[config.mk]
export PLATFORM = sky130hd
export DESIGN_NAME = fft_addr_ctrl
export DESIGN_NICKNAME = d
export VERILOG_FILES = /design/src/rtl/fft_addr_ctrl_pkg.sv /design/src/rtl/clk_delay.sv /design/src/rtl/fft_addr_ctrl.sv
export SDC_FILE = /design/constraint.sdc
export NUM_CORES = 1
export LEC_CHECK = 0
export BUFFER_PORTS_ARGS = -buffer_cell sky130_fd_sc_hd__buf_2
export CAP_MARGIN = 20
export CORE_ASPECT_RATIO = 0.75
export CORE_UTILIZATION = 45
export CTS_CLUSTER_DIAMETER = 40
export DETAILED_ROUTE_END_ITERATION = 7
export PLACE_DENSITY = 0.67
export SLEW_MARGIN = 10
export SYNTH_ARGS = -nofsm -noshare
export SYNTH_HDL_FRONTEND = slang
export SYNTH_SLANG_ARGS = --single-unit
[constraint.sdc]
create_clock -name clk -period 10.2 [get_ports clk]
set_clock_uncertainty 0.05 [all_clocks]
set_input_delay 1.02 -clock clk [delete_from_list [all_inputs] [get_ports clk]]
set_output_delay 1.02 -clock clk [all_outputs]
set_load 0.01 [all_outputs]
[src/rtl/fft_addr_ctrl_pkg.sv]
// rtl/fft_addr_ctrl_pkg.sv - shared constants, FSM encoding and butterfly address math
//
// Purpose: sizes for the 32-point radix-2 FFT sequencer, the controller state
// encoding, and the butterfly-index -> (G, H, twiddle) address mapping.
// Ports: none (package).
package fft_addr_ctrl_pkg;

  localparam int N_LOG2_DEF = 5;
  localparam int POINTS     = 1 << N_LOG2_DEF;
  localparam int HALF       = POINTS / 2;

  typedef enum logic [1:0] {
    ST_IDLE    = 2'd0,
    ST_LOAD    = 2'd1,
    ST_COMPUTE = 2'd2,
    ST_DONE    = 2'd3
  } state_t;

  typedef struct packed {
    logic [N_LOG2_DEF-1:0] g;
    logic [N_LOG2_DEF-1:0] h;
    logic [N_LOG2_DEF-2:0] tw;
  } bf_addr_t;

  // Butterfly b of stage s pairs G and G+span, where G inserts a zero at bit
  // position s of b. The twiddle index is the within-group offset scaled up so
  // that every stage indexes the same half-period ROM.
  function automatic bf_addr_t bf_addr(input logic [N_LOG2_DEF-2:0] b,
                                       input logic [2:0]            s);
    logic [N_LOG2_DEF-1:0] one;
    logic [N_LOG2_DEF-1:0] span;
    logic [N_LOG2_DEF-1:0] low;
    logic [N_LOG2_DEF-1:0] g;
    logic [N_LOG2_DEF-1:0] tw_full;
    bf_addr_t r;
    one     = N_LOG2_DEF'(1);
    span    = one << s;
    low     = {1'b0, b} & (span - one);
    g       = (({1'b0, b} >> s) << (s + 3'd1)) | low;
    tw_full = low << (3'(N_LOG2_DEF - 1) - s);
    r.g     = g;
    r.h     = g + span;
    r.tw    = tw_full[N_LOG2_DEF-2:0];
    return r;
  endfunction

endpackage

[src/rtl/clk_delay.sv]
// rtl/clk_delay.sv - fixed-depth register pipeline
//
// Purpose: delays a bus by DEPTH clock cycles (DEPTH >= 1).
// Ports:
//   clk    in   1      rising-edge clock
//   clear  in   1      asynchronous active-high reset, pipeline flushes to 0
//   d      in   WIDTH  value entering the pipeline
//   q      out  WIDTH  value of d from DEPTH cycles earlier
module clk_delay #(
  parameter int DEPTH = 3,
  parameter int WIDTH = 11
) (
  input  logic             clk,
  input  logic             clear,
  input  logic [WIDTH-1:0] d,
  output logic [WIDTH-1:0] q
);

  logic [WIDTH-1:0] pipe [DEPTH];

  always_ff @(posedge clk or posedge clear) begin
    if (clear) begin
      for (int i = 0; i < DEPTH; i++) pipe[i] <= '0;
    end else begin
      pipe[0] <= d;
      for (int i = 1; i < DEPTH; i++) pipe[i] <= pipe[i-1];
    end
  end

  assign q = pipe[DEPTH-1];

endmodule

[src/rtl/fft_addr_ctrl.sv]
// rtl/fft_addr_ctrl.sv - sequencing controller for the in-place radix-2 FFT memory
//
// Purpose: runs LOAD (2^N_LOG2 samples) -> N_LOG2 compute stages -> DONE, driving
// MEM load/read/write addresses, ping-pong bank selects, butterfly valid and
// twiddle index. Every output is a flop.
// Ports:
//   clk, clear                  clock, asynchronous active-high reset
//   start, data_valid           frame start (IDLE only), sample present (LOAD only)
//   load_ready, load_data_write LOAD-phase handshake and MEM load-mode select
//   load_data_addr              index of the sample accepted this cycle
//   read_G_addr, read_H_addr    butterfly input addresses (valid with bf_valid)
//   write_G_addr, write_H_addr  butterfly result addresses (BF_LAT after read)
//   rw_addr_en                  0 read cycle, 1 write cycle
//   bank0/1_write_en            per-bank write strobes
//   bank_read_sel               bank read by the current stage
//   tw_addr, bf_valid           twiddle ROM index, butterfly input valid next cycle
//   stage, busy, done           stage index, non-IDLE flag, end-of-frame pulse
module fft_addr_ctrl
  import fft_addr_ctrl_pkg::*;
#(
  parameter int N_LOG2 = N_LOG2_DEF,
  parameter int BF_LAT = 3
) (
  input  logic              clk,
  input  logic              clear,
  input  logic              start,
  input  logic              data_valid,
  output logic              load_ready,
  output logic              load_data_write,
  output logic [N_LOG2-1:0] load_data_addr,
  output logic [N_LOG2-1:0] read_G_addr,
  output logic [N_LOG2-1:0] read_H_addr,
  output logic [N_LOG2-1:0] write_G_addr,
  output logic [N_LOG2-1:0] write_H_addr,
  output logic              rw_addr_en,
  output logic              bank0_write_en,
  output logic              bank1_write_en,
  output logic              bank_read_sel,
  output logic [N_LOG2-2:0] tw_addr,
  output logic              bf_valid,
  output logic [2:0]        stage,
  output logic              busy,
  output logic              done
);

  localparam int AW   = N_LOG2;
  localparam int TW_W = N_LOG2 + 1;
  // Last local cycle of a stage is the final write: read of b=HALF-1 plus BF_LAT.
  localparam logic [TW_W-1:0] T_LAST    = TW_W'(2 * HALF - 2 + BF_LAT);
  localparam logic [TW_W-1:0] T_READS   = TW_W'(2 * HALF);
  localparam logic [2:0]      S_LAST    = 3'(N_LOG2 - 1);
  localparam logic [AW-1:0]   LOAD_LAST = AW'(POINTS - 1);

  state_t          state, state_nxt;
  logic [TW_W-1:0] t, t_nxt;
  logic [2:0]      stage_nxt;
  logic [AW-1:0]   load_nxt;
  logic            sel_nxt;

  logic            rd_valid_nxt;
  logic [AW-1:0]   rd_g_nxt, rd_h_nxt;
  logic [AW-2:0]   tw_nxt;
  bf_addr_t        bf;
  logic [2*AW:0]   dly_d, dly_q;

  // State register; stage, load_data_addr and bank_read_sel double as counters.
  always_ff @(posedge clk or posedge clear) begin
    if (clear) begin
      state          <= ST_IDLE;
      t              <= '0;
      stage          <= '0;
      load_data_addr <= '0;
      bank_read_sel  <= 1'b0;
    end else begin
      state          <= state_nxt;
      t              <= t_nxt;
      stage          <= stage_nxt;
      load_data_addr <= load_nxt;
      bank_read_sel  <= sel_nxt;
    end
  end

  // Next-state logic.
  always_comb begin
    state_nxt = state;
    t_nxt     = t;
    stage_nxt = stage;
    load_nxt  = load_data_addr;
    sel_nxt   = bank_read_sel;
    unique case (state)
      ST_IDLE: begin
        if (start) begin
          state_nxt = ST_LOAD;
          sel_nxt   = 1'b0;
        end
      end
      ST_LOAD: begin
        if (data_valid) begin
          load_nxt = load_data_addr + AW'(1);
          if (load_data_addr == LOAD_LAST) begin
            state_nxt = ST_COMPUTE;
            t_nxt     = '0;
            stage_nxt = '0;
          end
        end
      end
      ST_COMPUTE: begin
        if (t == T_LAST) begin
          t_nxt = '0;
          if (stage == S_LAST) begin
            state_nxt = ST_DONE;
            stage_nxt = '0;
            // Final results sit in the last stage's write bank.
            sel_nxt   = 1'(N_LOG2 % 2);
          end else begin
            stage_nxt = stage + 3'd1;
            sel_nxt   = ~stage[0];
          end
        end else begin
          t_nxt = t + TW_W'(1);
        end
      end
      ST_DONE: state_nxt = ST_IDLE;
      default: state_nxt = ST_IDLE;
    endcase
  end

  // Output decode from next-cycle state so the registered outputs line up with
  // the state register.
  always_comb begin
    bf           = bf_addr(t_nxt[AW-1:1], stage_nxt);
    rd_valid_nxt = (state_nxt == ST_COMPUTE) && !t_nxt[0] && (t_nxt < T_READS);
    rd_g_nxt     = '0;
    rd_h_nxt     = '0;
    tw_nxt       = '0;
    if (rd_valid_nxt) begin
      rd_g_nxt = bf.g;
      rd_h_nxt = bf.h;
      tw_nxt   = bf.tw;
    end
  end

  // Fed with next-cycle read values, so after DEPTH=BF_LAT plus the output
  // flop the write side trails the read side by exactly BF_LAT cycles.
  assign dly_d = {rd_g_nxt, rd_h_nxt, rd_valid_nxt};

  clk_delay #(
    .DEPTH (BF_LAT),
    .WIDTH (2 * AW + 1)
  ) u_wr_delay (
    .clk   (clk),
    .clear (clear),
    .d     (dly_d),
    .q     (dly_q)
  );

  always_ff @(posedge clk or posedge clear) begin
    if (clear) begin
      load_ready      <= 1'b0;
      load_data_write <= 1'b0;
      read_G_addr     <= '0;
      read_H_addr     <= '0;
      write_G_addr    <= '0;
      write_H_addr    <= '0;
      rw_addr_en      <= 1'b0;
      bank0_write_en  <= 1'b0;
      bank1_write_en  <= 1'b0;
      tw_addr         <= '0;
      bf_valid        <= 1'b0;
      busy            <= 1'b0;
      done            <= 1'b0;
    end else begin
      load_ready      <= (state_nxt == ST_LOAD);
      load_data_write <= (state_nxt == ST_LOAD);
      read_G_addr     <= rd_g_nxt;
      read_H_addr     <= rd_h_nxt;
      tw_addr         <= tw_nxt;
      bf_valid        <= rd_valid_nxt;
      rw_addr_en      <= (state_nxt == ST_COMPUTE) && t_nxt[0];
      busy            <= (state_nxt != ST_IDLE);
      done            <= (state_nxt == ST_DONE);
      write_G_addr    <= dly_q[2*AW:AW+1];
      write_H_addr    <= dly_q[AW:1];
      // Stage s writes the bank it is not reading.
      bank0_write_en  <= dly_q[0] && (state_nxt == ST_COMPUTE) && stage_nxt[0];
      bank1_write_en  <= dly_q[0] && (state_nxt == ST_COMPUTE) && !stage_nxt[0];
    end
  end

endmodule

# Word-level counts from Yosys, hierarchy flattened
# Index checks and enable logic that the tools add are counted.
dict set report word_totals {
  register_bits 81
  in_bits 4
  wordCells 81
}
dict set report op_classes {
  add_sub_neg 7
  order_cmp 1
  n_eq_ne 11
  n_shift 4
  mux 22
  bitwise_logic 3
  reduce_logical 13
}
# cell n
set ops {}
lappend ops {{two-way mux 6 bit} 3}
lappend ops {{two-way mux 3 bit} 4}
lappend ops {{one-hot mux 6 bit (2 select lines)} 1}
lappend ops {{two-way mux 2 bit} 5}
lappend ops {{two-way mux 5 bit} 2}
lappend ops {{== test 2 bit, second input constant} 4}
lappend ops {{one-hot mux 2 bit (4 select lines)} 1}
lappend ops {{adder 3 x 1 -> 3 bit, second input constant} 2}
lappend ops {{adder 6 x 1 -> 6 bit, second input constant} 1}
lappend ops {{== test 6 bit, second input constant} 1}
lappend ops {{logical AND 1 bit} 6}
lappend ops {{less-than comparator 6 bit, second input constant} 1}
lappend ops {{one-hot mux 3 bit (2 select lines)} 1}
lappend ops {{adder 5 x 1 -> 5 bit, second input constant} 1}
lappend ops {{adder 5 bit} 1}
lappend ops {{bitwise AND 4 x 5 -> 5 bit} 1}
lappend ops {{== test 5 bit, second input constant} 1}
lappend ops {{OR 5 bit} 1}
lappend ops {{left shift 1 x 3 -> 5 bit, first input constant} 1}
lappend ops {{left shift 5 x 3 -> 4 bit} 1}
lappend ops {{left shift 5 x 3 -> 5 bit} 1}
lappend ops {{>> shifter 4 x 3 -> 5 bit} 1}
lappend ops {{subtractor 5 x 1 -> 5 bit, second input constant} 1}
lappend ops {{== test 2 x 1 -> 1 bit, second input constant} 2}
lappend ops {{other kinds (12)} 17}

# Logic depth before layout (Yosys ltp)
# Gate-level depths: netlist of the first run.
dict set report depth {
  ltp_word 10
  ltp_mapped 20
}

# Hierarchy
# Synthesis of the first run repeated with hierarchy kept, for this count alone.
dict set report unflattened {
  hier_cells 295
  area_unflattened_um2 3540.9
}
# mod n_inst cells_per_inst area_each_um2 seq_area_each_um2
set modules_own_cells {}
lappend modules_own_cells {fft_addr_ctrl 1 250 2628.8 1201.2}
lappend modules_own_cells {clk_delay 1 45 912.1 825.8}

# Worst setup path before layout of the first run
# Ideal clock, no wire load.
dict set report synth_path {
  path_type {input -> register}
  from {input data_valid}
  to {register u_wr_delay.pipe[27] in the netlist's numbering}
  setup_time_ps 132
  arrival_time_ps 3960
  required_time_ps 10018
  path_slack_ps 6058
  path_stages 16
  cell_sequence {a21bo_2 -> and2_1 -> a31o_2 -> buf_4 -> ha_1 -> clkbuf_1 -> inv_1 -> nand2_1 -> o32ai_1 -> ha_1 -> fa_1 -> a21o_1 -> a21oi_1 -> xor2_1 -> or2_0 -> mux2i_1}
}
dict set report synth_via {
  elab_chain_len 8
}
# element line_no
set synth_rtl {}
lappend synth_rtl {{from (decl)} fft_addr_ctrl.sv:27} ;# input logic data_valid,
lappend synth_rtl {{two-way mux 3 bit} fft_addr_ctrl.sv:98} ;# if (data_valid) begin
lappend synth_rtl {{one-hot mux 3 bit (2 select lines)} fft_addr_ctrl.sv:90} ;# unique case (state)
lappend synth_rtl {{left shift 1 x 3 -> 5 bit} fft_addr_ctrl_pkg.sv:37} ;# span = one << s;
lappend synth_rtl {{subtractor 5 x 1 -> 5 bit} fft_addr_ctrl_pkg.sv:38} ;# low = {1'b0, b} & (span - one);
lappend synth_rtl {{bitwise AND 4 x 5 -> 5 bit} fft_addr_ctrl_pkg.sv:38}
lappend synth_rtl {{OR 5 bit} fft_addr_ctrl_pkg.sv:39} ;# g = (({1'b0, b} >> s) << (s + 3'd1)) | low;
lappend synth_rtl {{adder 5 bit} fft_addr_ctrl_pkg.sv:42} ;# r.h = g + span;
lappend synth_rtl {{two-way mux 5 bit (*)} fft_addr_ctrl.sv:136} ;# if (rd_valid_nxt) begin
lappend synth_rtl {{via rd_h_nxt[4]} fft_addr_ctrl.sv:61} ;# logic [AW-1:0] rd_g_nxt, rd_h_nxt;
lappend synth_rtl {{to (decl)} clk_delay.sv:19} ;# logic [WIDTH-1:0] pipe [DEPTH];
# Mark *: on every way through the listed nets, which the timed path passes. The rest lies on a longest branch.
# A chain may end at the register's enable or synchronous reset.

# Final worst setup path of the first run
dict set report layout_path {
  from {register load_data_addr[0]}
  to {register u_wr_delay.pipe[27] in the netlist's numbering}
}
dict set report layout_via {
  elab_chain_len 10
}
# element line_no
set layout_rtl {}
lappend layout_rtl {{from (decl)} fft_addr_ctrl.sv:30} ;# output logic [N_LOG2-1:0] load_data_addr,
lappend layout_rtl {{from (signal assigned)} fft_addr_ctrl.sv:78} ;# load_data_addr <= load_nxt;
lappend layout_rtl {{== test 5 bit (*)} fft_addr_ctrl.sv:100} ;# if (load_data_addr == LOAD_LAST) begin
lappend layout_rtl {{two-way mux 3 bit (*)} fft_addr_ctrl.sv:100}
lappend layout_rtl {{two-way mux 3 bit (*)} fft_addr_ctrl.sv:98}
lappend layout_rtl {{one-hot mux 3 bit (2 select lines) (*)} fft_addr_ctrl.sv:90}
lappend layout_rtl {{via stage_nxt[0]} fft_addr_ctrl.sv:56} ;# logic [2:0] stage_nxt;
lappend layout_rtl {{left shift 1 x 3 -> 5 bit} fft_addr_ctrl_pkg.sv:37}
lappend layout_rtl {{subtractor 5 x 1 -> 5 bit} fft_addr_ctrl_pkg.sv:38}
lappend layout_rtl {{bitwise AND 4 x 5 -> 5 bit} fft_addr_ctrl_pkg.sv:38}
lappend layout_rtl {{OR 5 bit} fft_addr_ctrl_pkg.sv:39}
lappend layout_rtl {{adder 5 bit (*)} fft_addr_ctrl_pkg.sv:42}
lappend layout_rtl {{two-way mux 5 bit (*)} fft_addr_ctrl.sv:136}
lappend layout_rtl {{via rd_h_nxt[4]} fft_addr_ctrl.sv:61}
# Marked as above.

==> reports/qor.txt, run 1 <==
Total global routing overflow -> 0
Fin nets -> 340
Slew margin rel. -> 61.77%
1st-pass router iterations -> 6
RSZ-0062 raised after global routing -> false
Die area -> 0.007389 mm²
# setup viols final -> 0
Total placed instance area -> 0.003391 mm²
Synth area leaders -> dfrtp_1 (55%), ha_1 (8.3%), buf_4 (2.8%)
Setup TNS -> 0 ps
Syn_nets -> 301
Hold crit path type -> flop to flop
Per-cell routed wire length -> 14.81 µm
Clock sink count -> 70
Core area -> 0.006799 mm²
Max cap viols -> 0
PortBufs -> 44
Final Hold Fails -> 0
#FFs+latches synth -> 70
Post-synth EDFFs -> 0
Hold buffers post-CTS -> 0
FF/Latch Area -> 0.001752 mm²
Leak -> 1.891 nW
Footprint of the multi-input gates -> 0.001226 mm²
Worst path bufs/invs -> 1
Root Buffer -> clkbuf_8
Async set-or-reset flop fraction in the synthesized netlist -> 100.0%
Critical-path top delay cell -> dfrtp_1
Post-Route WL -> 5967 µm
Initial antenna violation count -> 0
Switching share of power -> 34.37%
Fillers -> 598
CTS tree -> done
Layout cells sized above 1 -> 25.08%
Syn avg cell area -> 11.53 µm²
Via count -> 2095
M2 GR Usage -> 23.39%
GP Congestion -> 0.9051
Crit path arrival time -> 4740 ps
Critical setup path kind -> flop to flop
Reg2Reg Depth -> 19
Drt first-iter violations -> 204
Power Internal -> 0.4561 mW
DP Wirelength -> 4307 µm
Area Growth Syn to Fin -> 12.79%
Detail Route Antenna Nets -> 0
Final Critical Period -> 4550 ps
Worst Path Max Fanout -> 11
Die Ht -> 74.69 µm
Ys flop type -> dfrtp_1
Grt met3 use -> 5.757%
Number of global-route vias before repair -> 1919
Post-route DRC violation count -> 1
F_max -> 219.8 MHz
First-pass GRT wire length -> 9998 µm
Gr busiest metal -> met1
Via density -> 5.199
Mapped Cells -> 275
CTS resizes -> 0
Synth top area share -> 55.25%
Startpoint types -> flop
Combinational Power Share -> 24.3%
Area leader, netlist -> dfrtp_1
Hold-critical path depth -> 0
Clock power share -> 30.4%
Commonest non-fill, non-tap cells in the layout -> dfrtp_1 (70), buf_2 (44), nand2_1 (23)
CP max stage delay -> 420 ps
Tot Pwr -> 0.6950 mW
Crit-path cells -> ha_1, and3_1, ha_1, a21bo_2, and2_1, a31o_2, clkinv_2, ha_1, ha_1, nor2b_1, nand2_1, o32ai_1, ha_1, fa_1, a21o_1, a21oi_1, xor2_1, or2_0, mux2i_1
Max VDD drop -> 81.05 µV
Post-synth cell types -> 57
Fin. max-slew vios -> 0
Status -> complete, but fails checks
Leading cell type in the layout, fill and taps excluded -> dfrtp_1
Cell family with most CP delay -> adder cells
Diode count -> 0
Final worst-path cycle share -> 44.60%
Row count -> 26
Most frequent CP cell -> ha_1
Clock Path Buffers -> 2
Cell area after layout -> 0.003576 mm²
Clk pin slew, worst setup/hold paths -> 90 ps
CTS Buf Count -> 9
Yosys warnings -> 0
GRT met1 Usage -> 28.22%
IO Pins -> 45
Post-synthesis sequential area ratio -> 55.25%
Actual slew at the worst max-slew pin -> 569.1 ps
Post-CTS Setup Repair Bufs -> 0
P_sw -> 0.2388 mW
Failing checks -> DRC
Initial core utilization -> 46.63%
Worst setup EP type -> flop
Pwr/cell area -> 194.3 mW/mm²
Total GRT Usage -> 18.11%
Max H-tree Level -> 3
Clk_lat worst skew -> 350 ps
Critical path depth -> 19
Seq pwr share -> 45.4%
Largest net degree at the start of global routing -> 46
Die Wd -> 98.93 µm
Cell Area, Synth -> 0.003171 mm²
Crit path required time -> 10390 ps
==> stage by stage <==
| step | hold slack (ps) | std cells | worst slack (ps) | utilization [%] |
|---|---|---|---|---|
| after global routing | 296.5 | 403 | 5307 | 52.59 |
| final | 301.2 | 403 | 5650 | 52.59 |
| after floorplan | 281.2 | 275 | 6058 | - |
| after detailed placement | 284.7 | 387 | 5485 | 49.87 |
| after CTS | 297.9 | 403 | 5677 | 52.59 |
| after global placement | 281.1 | 387 | 5690 | 49.87 |
==> final cells by class <==
type	count	share of cell area, %
flip-flops and latches	70	48.99
multi-input cells	167	34.29
repair buffers	45	6.368
clock buffers	9	3.464
well taps	84	2.939
inverters	21	2.239
clock inverters	7	1.714
==> registers in the layout (all words and copies together), names as in the netlist <==
register / count
bank0_write_en: 1
bank1_write_en: 1
bank_read_sel: 1
busy: 1
done: 1
load_data_addr: 5
load_data_write: 1
read_G_addr: 1
rw_addr_en: 1
stage: 3
state: 2
t: 6
tw_addr: 4
u_wr_delay.pipe: 21
u_wr_delay.q: 11
write_G_addr: 5
write_H_addr: 5
==> Yosys cell counts (2+ instances only) <==
cell type   n
buf_4      12
a22o_1      3
xor2_1      4
and3_1      2
nor4_1      4
a31o_2      2
and2_1      9
o32ai_1     2
o31ai_1     3
buf_2       3
mux2_2      2
a211oi_1    2
nor3_1      6
a21oi_1     9
nand2_1    23
ha_1       21
inv_1      19
nor2_1     16
nor2b_1     2
nand3_1     8
dfrtp_1    70
clkbuf_1    2
o211ai_1    2
xnor2_1     6
a31oi_1     4
mux2i_1     2
o21ai_0     5
a21o_1      3
==> per-layer routing <==
layer  share of wire, %  up-vias
met3                6.2       11
met5                  0        -
met2                 39       72
met1                 53      995
met4                2.1        0
li1                   -     1017
==> logic make-up (layout without fill, tap and decap cells) <==
group | after synthesis | after routing | synth area share [%]
AO/OA/AOI/OAI | 49 | 49 | 12.15
buffers and inverters | 38 | 82 | 6.077
adder cells (fa/ha/maj) | 22 | 22 | 8.919
multiplexers | 5 | 5 | 1.815
flip-flops | 70 | 70 | 55.25
AND/OR/NAND/NOR | 81 | 81 | 13.02
XOR/XNOR | 10 | 10 | 2.762
==> path summary, 6_finish.rpt <==
| check | startpoint | endpoint | slack [ps] |
|---|---|---|---|
| min in group asynchronous | clear | stage[2] | 660 |
| max | load_data_addr[0] | u_wr_delay.pipe[27] | 5650 |
| min reg2reg | u_wr_delay.q[6] | write_G_addr[0] | 300 |
| max in group asynchronous | clear | u_wr_delay.pipe[18] | 8490 |
| max reg2reg | load_data_addr[0] | u_wr_delay.pipe[27] | 5650 |
| min | u_wr_delay.q[6] | write_G_addr[0] | 300 |
==> power by group through the flow <==
stage	Combinational, mW	Sequential [mW]	Clock [mW]
2_1_floorplan	0.115	0.326	0
3_3_place_gp	0.167	0.320	0
3_5_place_dp	0.168	0.320	0
4_1_cts	0.168	0.315	0.217
5_1_grt	0.189	0.319	0.229
6_report	0.169	0.315	0.211
(Power assumes the default switching activity.)
==> run 2, diff against run 1 <==
==> constraint.sdc (replaced) <==
create_clock -name clk -period 4.67 [get_ports clk]
set_clock_uncertainty 0.05 [all_clocks]
set_input_delay 0.467 -clock clk [delete_from_list [all_inputs] [get_ports clk]]
set_output_delay 0.467 -clock clk [all_outputs]
set_load 0.01 [all_outputs]
==> run 2 against run 1 <==
  * The flow still finishes with violations (DRC)
  * Register-to-register slack lost 5400 ps
  * Fmax rose by 3.4%
  * Sequential power up 120%
  * Critical path depth is the same
  * Critical path type unchanged
  * Sequential cell count unchanged
  * Worst hold slack got worse by 190 ps
  * Die area unchanged
  * Combinational power grew 120%
  * Power grew 120%
  * Global-route usage is 0.95 points higher
  * Clock power grew 120%
==> reports/qor.txt, run 2 (synthesis results as in run 1) <==
Max H-tree Level -> 3 (unchanged)
Crit-path cells -> ha_1, and3_1, ha_1, a21bo_2, and2_2, a31o_4, inv_4, ha_1, ha_1, nor2b_1, nand2_1, o32ai_1, ha_1, fa_1, a21o_1, a21oi_1, xor2_1, or2_0, mux2i_1 (was ha_1, and3_1, ha_1, a21bo_2, and2_1, a31o_2, clkinv_2, ha_1, ha_1, nor2b_1, nand2_1, o32ai_1, ha_1, fa_1, a21o_1, a21oi_1, xor2_1, or2_0, mux2i_1)
Crit path required time -> 4850 ps (was 10390 ps)
Crit path arrival time -> 4580 ps (was 4740 ps)
Max reg flops -> 21 (unchanged)
Clk pin slew, worst setup/hold paths -> 80 ps (was 90 ps)
Post-route insts no fill -> 406 (was 403)
Initial antenna violation count -> 0 (unchanged)
Final Hold Fails -> 0 (unchanged)
Worst slack, placed -> 89.37 ps (was 5485 ps)
Total GRT Usage -> 19.06% (was 18.11%)
DP Cell Count -> 389 (was 387)
R2R Setup Slk -> 270 ps (was 5650 ps)
Hold WS -> 106.7 ps (was 301.2 ps)
Drt first-iter violations -> 239 (was 204)
Max cap viols -> 0 (unchanged)
Die Wd -> 98.93 µm (unchanged)
Row count -> 26 (unchanged)
Failing checks -> DRC (unchanged)
Hold crit path type -> input port to asynchronous set/reset pin (was flop to flop)
Clock Path Buffers -> 2 (unchanged)
Largest register by flop count -> u_wr_delay.pipe (unchanged)
Status -> complete, but fails checks (unchanged)
# setup viols final -> 0 (unchanged)
Via count -> 2162 (was 2095)
Worst setup EP type -> flop (unchanged)
Diode count -> 0 (unchanged)
Layout cells sized above 1 -> 26.40% (was 25.08%)
Clk_lat worst skew -> 350 ps (about the same)
Final WS setup -> 268.7 ps (was 5650 ps)
Largest net degree at the start of global routing -> 46 (unchanged)
Fin. max-slew vios -> 0 (unchanged)
Pwr/cell area -> 422.5 mW/mm² (was 194.3 mW/mm²)
Post-Route WL -> 6338 µm (was 5967 µm)
CP max stage delay -> 430 ps (was 420 ps)
Initial core utilization -> 46.63% (unchanged)
F_max -> 227.2 MHz (was 219.8 MHz)
PortBufs -> 44 (unchanged)
Reg-to-reg startpoint -> load_data_addr[0] (unchanged)
Hold buffers post-CTS -> 0 (unchanged)
Critical-path top delay cell -> dfrtp_1 (unchanged)
Detail Route Antenna Nets -> 0 (unchanged)
Post-route DRC violation count -> 1 (unchanged)
Area Growth Syn to Fin -> 14.05% (was 12.79%)
RSZ-0062 raised after global routing -> false (unchanged)
Reg-to-Reg End -> u_wr_delay.pipe[27] (unchanged)
First-pass GRT wire length -> 10490 µm (was 9998 µm)
1st-pass router iterations -> 6 (unchanged)
Worst Path Max Fanout -> 11 (unchanged)
Critical setup path kind -> flop to flop (unchanged)
Startpoint types -> flop (unchanged)
Core area -> 0.006799 mm² (unchanged)
Setup TNS -> 0 ps (unchanged)
CP Launch Point -> load_data_addr[0] (unchanged)
GP Congestion -> 0.9682 (was 0.9051)
Actual slew at the worst max-slew pin -> 561.3 ps (was 569.1 ps)
Die area -> 0.007389 mm² (unchanged)
CTS Buf Count -> 9 (unchanged)
Total global routing overflow -> 0 (unchanged)
CTS tree -> done (unchanged)
Fillers -> 599 (was 598)
Most frequent CP cell -> ha_1 (unchanged)
Clock sink count -> 70 (unchanged)
Final Critical Period -> 4401 ps (was 4550 ps)
DP Wirelength -> 4667 µm (was 4307 µm)
Per-cell routed wire length -> 15.61 µm (was 14.81 µm)
Crit path to -> u_wr_delay.pipe[27] (unchanged)
Max VDD drop -> 135.3 µV (was 81.05 µV)
Via density -> 5.325 (was 5.199)
Commonest non-fill, non-tap cells in the layout -> dfrtp_1 (70), buf_2 (44), nand2_1 (23) (unchanged)
IO Pins -> 45 (unchanged)
Leading cell type in the layout, fill and taps excluded -> dfrtp_1 (unchanged)
Final worst-path cycle share -> 94.25% (was 44.60%)
FF/Latch Area -> 0.001752 mm² (unchanged)
Root Buffer -> clkbuf_8 (unchanged)
Footprint of the multi-input gates -> 0.001242 mm² (was 0.001226 mm²)
Leak -> 1.909 nW (was 1.891 nW)
Slew margin rel. -> 62.53% (was 61.77%)
Number of global-route vias before repair -> 1983 (was 1919)
Reg2Reg Depth -> 19 (unchanged)
Fin nets -> 343 (was 340)
Die Ht -> 74.69 µm (unchanged)
[run 2: changes by cell type in the layout (fill, tap and decap cells not counted), sizes merged]
cell  before  now
buf       45   48
[run 2: layer usage]
layer  share of wire [%]  vias up  wire length [µm]  GRT usage (%)
met2                  40       80              2519          25.10
met1                  53     1046              3345          29.20
met3                 6.3        7               399          5.757
met4                 1.2        0                74          6.965
met5                   0        -                 0              0
li1                    -     1029                 -              -
[run 2: timing repair]
item | 4_1_cts | 5_1_grt
gates resized for setup | 0 | 4
buffers inserted | 0 | 1
endpoints found under the setup margin | 0 | 1
[run 2: final cells by class]
class	count	area share [%]
clock inverters	7	1.696
flip-flops and latches	70	48.44
multi-input cells	167	34.36
clock buffers	9	3.426
well taps	84	2.907
inverters	21	2.249
repair buffers	48	6.920
[run 2: worst max-delay path, delay by kind of cell (launching register included)]
| kind | cells | cell delay [ps] |
|---|---|---|
| muxes | 1 | 60 |
| and+or+nand+nor | 5 | 860 |
| adders and majority gates | 6 | 1500 |
| AOI/OAI and AO/OA | 5 | 1050 |
| buffers and inverters | 1 | 140 |
| DFF | 1 | 430 |
| xor gates and xnor gates | 1 | 180 |
[run 2: how the worst min path moves through the flow]
stage                   endpoint  slack, ps  cells after the start
4_1_cts        load_data_addr[1]        120                      2
3_3_place_gp     u_wr_delay.q[2]        280                      0
5_1_grt           bank1_write_en        150                      2
3_5_place_dp     u_wr_delay.q[9]        280                      0
2_1_floorplan    u_wr_delay.q[0]        280                      0
6_report       load_data_addr[1]        110                      2
[run 2: per-stage QoR]
stage                     utilization (%)  cell area, µm²  total power, mW
after floorplan                         -            3171           0.9636
after global placement              50.09            3406            1.072
after detailed placement            50.09            3406            1.070
after CTS                           52.82            3591            1.533
after global routing                53.18            3616            1.617
final                               53.18            3616            1.528
[run 2: power breakdown]
group	switching, mW	internal (mW)	leakage, nW	total (mW)
combinational	0.231	0.149	0.861	0.380
sequential	0.0385	0.651	0.960	0.689
clock	0.256	0.202	0.0888	0.459
total	0.526	1.00	1.91	1.53
==> run 3, diff against run 2 <==
--- a/config.mk
+++ b/config.mk
@@ -5,6 +5,7 @@
 export SDC_FILE = /design/constraint.sdc
 export NUM_CORES = 1
 export LEC_CHECK = 0
+export ABC_AREA = 1
 export BUFFER_PORTS_ARGS = -buffer_cell sky130_fd_sc_hd__buf_2
 export CAP_MARGIN = 20
 export CORE_ASPECT_RATIO = 0.75
==> run 3 against run 2 <==
  * The run now ends clean
  * Critical path type unchanged
  * Largest power group unchanged
  * Synthesized cell count is 19% higher
  * Utilization is 0.58 points lower
  * Clock power is 3% lower
==> reports/qor.txt, run 3 <==
Root Buffer -> clkbuf_8 (unchanged)
Leak -> 2.020 nW (was 1.909 nW)
Diode count -> 0 (unchanged)
Post-Synth Simple-Gate Area -> 19.70% (was 13.02%)
Syn_nets -> 353 (was 301)
Via density -> 4.932 (was 5.325)
Area Growth Syn to Fin -> 12.50% (was 14.05%)
Actual slew at the worst max-slew pin -> 741.0 ps (was 561.3 ps)
Post-route DRC violation count -> 0 (was 1)
Footprint of the multi-input gates -> 0.001166 mm² (was 0.001242 mm²)
Clock Path Buffers -> 2 (unchanged)
Die Ht -> 74.97 µm (was 74.69 µm)
Final worst-path cycle share -> 85.60% (was 94.25%)
Startpoint types -> flop (unchanged)
Die Wd -> 99.29 µm (was 98.93 µm)
Drt first-iter violations -> 212 (was 239)
CP Launch Point -> load_data_addr[0] (unchanged)
Slew margin rel. -> 50.60% (was 62.53%)
Crit path required time -> 4860 ps (was 4850 ps)
Detail Route Antenna Nets -> 0 (unchanged)
CTS resizes -> 0 (unchanged)
Max cap viols -> 0 (unchanged)
Cell Area, Synth -> 0.003194 mm² (was 0.003171 mm²)
Max reg flops -> 21 (unchanged)
Hold buffers post-CTS -> 1 (was 0)
Layout cells sized above 1 -> 21.12% (was 26.40%)
F_max -> 250.1 MHz (was 227.2 MHz)
Hold WS -> 300.0 ps (was 106.7 ps)
CTS tree -> done (unchanged)
Initial core utilization -> 46.76% (was 46.63%)
Layout Utilization -> 52.60% (was 53.18%)
Reg-to-Reg End -> u_wr_delay.pipe[27] (unchanged)
Area leader, netlist -> dfrtp_1 (unchanged)
Max H-tree Level -> 3 (unchanged)
Syn avg cell area -> 9.769 µm² (was 11.53 µm²)
IO Pins -> 45 (unchanged)
Crit path to -> u_wr_delay.pipe[27] (unchanged)
Clk_lat worst skew -> 340 ps (was 350 ps)
Per-cell routed wire length -> 13.48 µm (was 15.61 µm)
Synth top area share -> 54.84% (was 55.25%)
Post-synthesis compound-gate area fraction -> 6.306% (was 12.15%)
RSZ-0062 raised after global routing -> false (unchanged)
DP Wirelength -> 4504 µm (was 4667 µm)
Pwr/cell area -> 377.9 mW/mm² (was 422.5 mW/mm²)
Mapped Cells -> 327 (was 275)
Final Critical Period -> 3998 ps (was 4401 ps)
Worst setup EP type -> flop (unchanged)
Via count -> 2259 (was 2162)
Die area -> 0.007443 mm² (was 0.007389 mm²)
Ys flop type -> dfrtp_1 (unchanged)
Total global routing overflow -> 0 (unchanged)
Main combinational cell family by area after synthesis -> simple AND/OR/NAND/NOR gates (unchanged)
Status -> complete, no violations (was complete, but fails checks)
Synth area leaders -> dfrtp_1 (55%), ha_1 (8.2%), nand2_1 (8.2%) (was dfrtp_1 (55%), ha_1 (8.3%), buf_4 (2.8%))
Clock sink count -> 70 (unchanged)
Synth Area in Adders -> 8.852% (was 8.919%)
Worst Path Max Fanout -> 14 (was 11)
#FFs+latches synth -> 70 (unchanged)
Yosys warnings -> 0 (unchanged)
Post-synth cell types -> 32 (was 57)
Post-CTS Setup Repair Bufs -> 0 (unchanged)
Largest register by flop count -> u_wr_delay.pipe (unchanged)
Final Hold Fails -> 0 (unchanged)
Core area -> 0.006832 mm² (was 0.006799 mm²)
Commonest non-fill, non-tap cells in the layout -> nand2_1 (70), dfrtp_1 (70), buf_2 (44) (was dfrtp_1 (70), buf_2 (44), nand2_1 (23))
Worst slack, placed -> 759.0 ps (was 89.37 ps)
Clk pin slew, worst setup/hold paths -> 80 ps (about the same)
Fillers -> 616 (was 599)
Reg2Reg Depth -> 24 (was 19)
GP Congestion -> 0.9693 (was 0.9682)
Crit path arrival time -> 4180 ps (was 4580 ps)
Commonest cells in the netlist -> dfrtp_1 (70), nand2_1 (70), inv_1 (36) (was dfrtp_1 (70), nand2_1 (23), ha_1 (21))
FF/Latch Area -> 0.001752 mm² (unchanged)
Final WS setup -> 672.4 ps (was 268.7 ps)
XOR/XNOR share of the synthesized area -> 1.645% (was 2.762%)
Cell area after layout -> 0.003593 mm² (was 0.003616 mm²)
PortBufs -> 44 (unchanged)
Hold crit path type -> flop to flop (was input port to asynchronous set/reset pin)
Total GRT Usage -> 17.79% (was 19.06%)
Largest net degree at the start of global routing -> 64 (was 46)
Setup TNS -> 0 ps (unchanged)
Row count -> 26 (unchanged)
Post-Route WL -> 6172 µm (was 6338 µm)
# setup viols final -> 0 (unchanged)
1st-pass router iterations -> 5 (was 6)
Async set-or-reset flop fraction in the synthesized netlist -> 100.0% (unchanged)
Reg-to-reg startpoint -> load_data_addr[0] (unchanged)
Post-synthesis sequential area ratio -> 54.84% (was 55.25%)
Critical setup path kind -> flop to flop (unchanged)
Mux share of post-synthesis cell area -> 0% (was 1.815%)
R2R Setup Slk -> 670 ps (was 270 ps)
Fin. max-slew vios -> 0 (unchanged)
Post-synth EDFFs -> 0 (unchanged)
Total placed instance area -> 0.003401 mm² (was 0.003406 mm²)
Number of global-route vias before repair -> 1988 (was 1983)
First-pass GRT wire length -> 9867 µm (was 10490 µm)
Fin nets -> 395 (was 343)
Initial antenna violation count -> 0 (unchanged)
CTS Buf Count -> 9 (unchanged)
Max VDD drop -> 161.4 µV (was 135.3 µV)
==> run 3: changes by cell type after synthesis, moves of 4 or more <==
cell	before	now
o21ai_1	1	5
nand3_1	8	26
nand2_1	23	70
nor2_1	16	29
nor3_1	6	1
and2_1	9	0
inv_1	19	36
nor4_1	4	0
==> run 3: worst min path at each step <==
stage / start / to / slack [ps] / cells past startpoint
2_1_floorplan: u_wr_delay.pipe[11] / u_wr_delay.q[0] / 280 / 0
3_3_place_gp: u_wr_delay.q[10] / write_G_addr[4] / 280 / 0
3_5_place_dp: u_wr_delay.pipe[14] / u_wr_delay.q[3] / 280 / 0
4_1_cts: u_wr_delay.pipe[14] / u_wr_delay.q[3] / 300 / 0
5_1_grt: u_wr_delay.pipe[13] / u_wr_delay.q[2] / 310 / 0
6_report: u_wr_delay.pipe[13] / u_wr_delay.q[2] / 300 / 0
==> run 3: worst max-delay path, stage by stage (launching register included) <==
cell,delay [ps]
dfrtp_1,410
ha_1,190
nand2_1,50
nor2_1,90
ha_1,150
nand2_1,80
nand2_1,60
nand2_1,120
inv_2,150
nand3_2,110
nand2_2,270
inv_2,200
ha_1,260
o21ai_0,250
nand3_1,130
nand3_1,130
a21boi_1,210
nand2_1,80
ha_1,320
a21oi_1,160
nand2_1,70
xor2_1,180
nand2_1,70
nand2_1,50
nor2_1,40
==> run 3: report_power, final <==
group | total (mW) | leakage (nW) | switching [mW] | internal (mW)
Combinational | 0.237 | 0.973 | 0.150 | 0.0873
Clock | 0.445 | 0.0849 | 0.236 | 0.209
Sequential | 0.675 | 0.961 | 0.0304 | 0.645
==> run 3: metal layers <==
layer  global-route usage, %  wire (µm)  vias to the layer above  part of all wire (%)
met5                       0          0                        -                     0
met4                   6.209         80                        0                   1.3
met3                   4.921        447                       10                   7.2
met2                   23.92       2411                       94                    39
met1                   27.21       3232                     1043                    52
li1                        -          -                     1112                     -
==> run 3: through the flow <==
stage                     power (mW)  instances
final                          1.358        458
after global routing           1.439        458
after CTS                      1.376        458
after detailed placement      0.9246        441
after global placement        0.9180        441
after floorplan               0.8587        327
==> run 3: kinds of logic after synthesis <==
kind of cell	count (synthesis)
flops	70
compound gates	34
simple gates	140
xor+xnor	6
fa+ha+maj	22
buf+inv	55
==> run 3: final cells by class <==
| class | instances | area share (%) |
|---|---|---|
| sequential | 70 | 48.75 |
| multi-input combinational | 202 | 32.45 |
| timing repair buffer | 46 | 6.616 |
| inverter | 40 | 4.178 |
| clock buffer | 10 | 3.830 |
| tap | 84 | 2.925 |
| clock inverter | 6 | 1.253 |
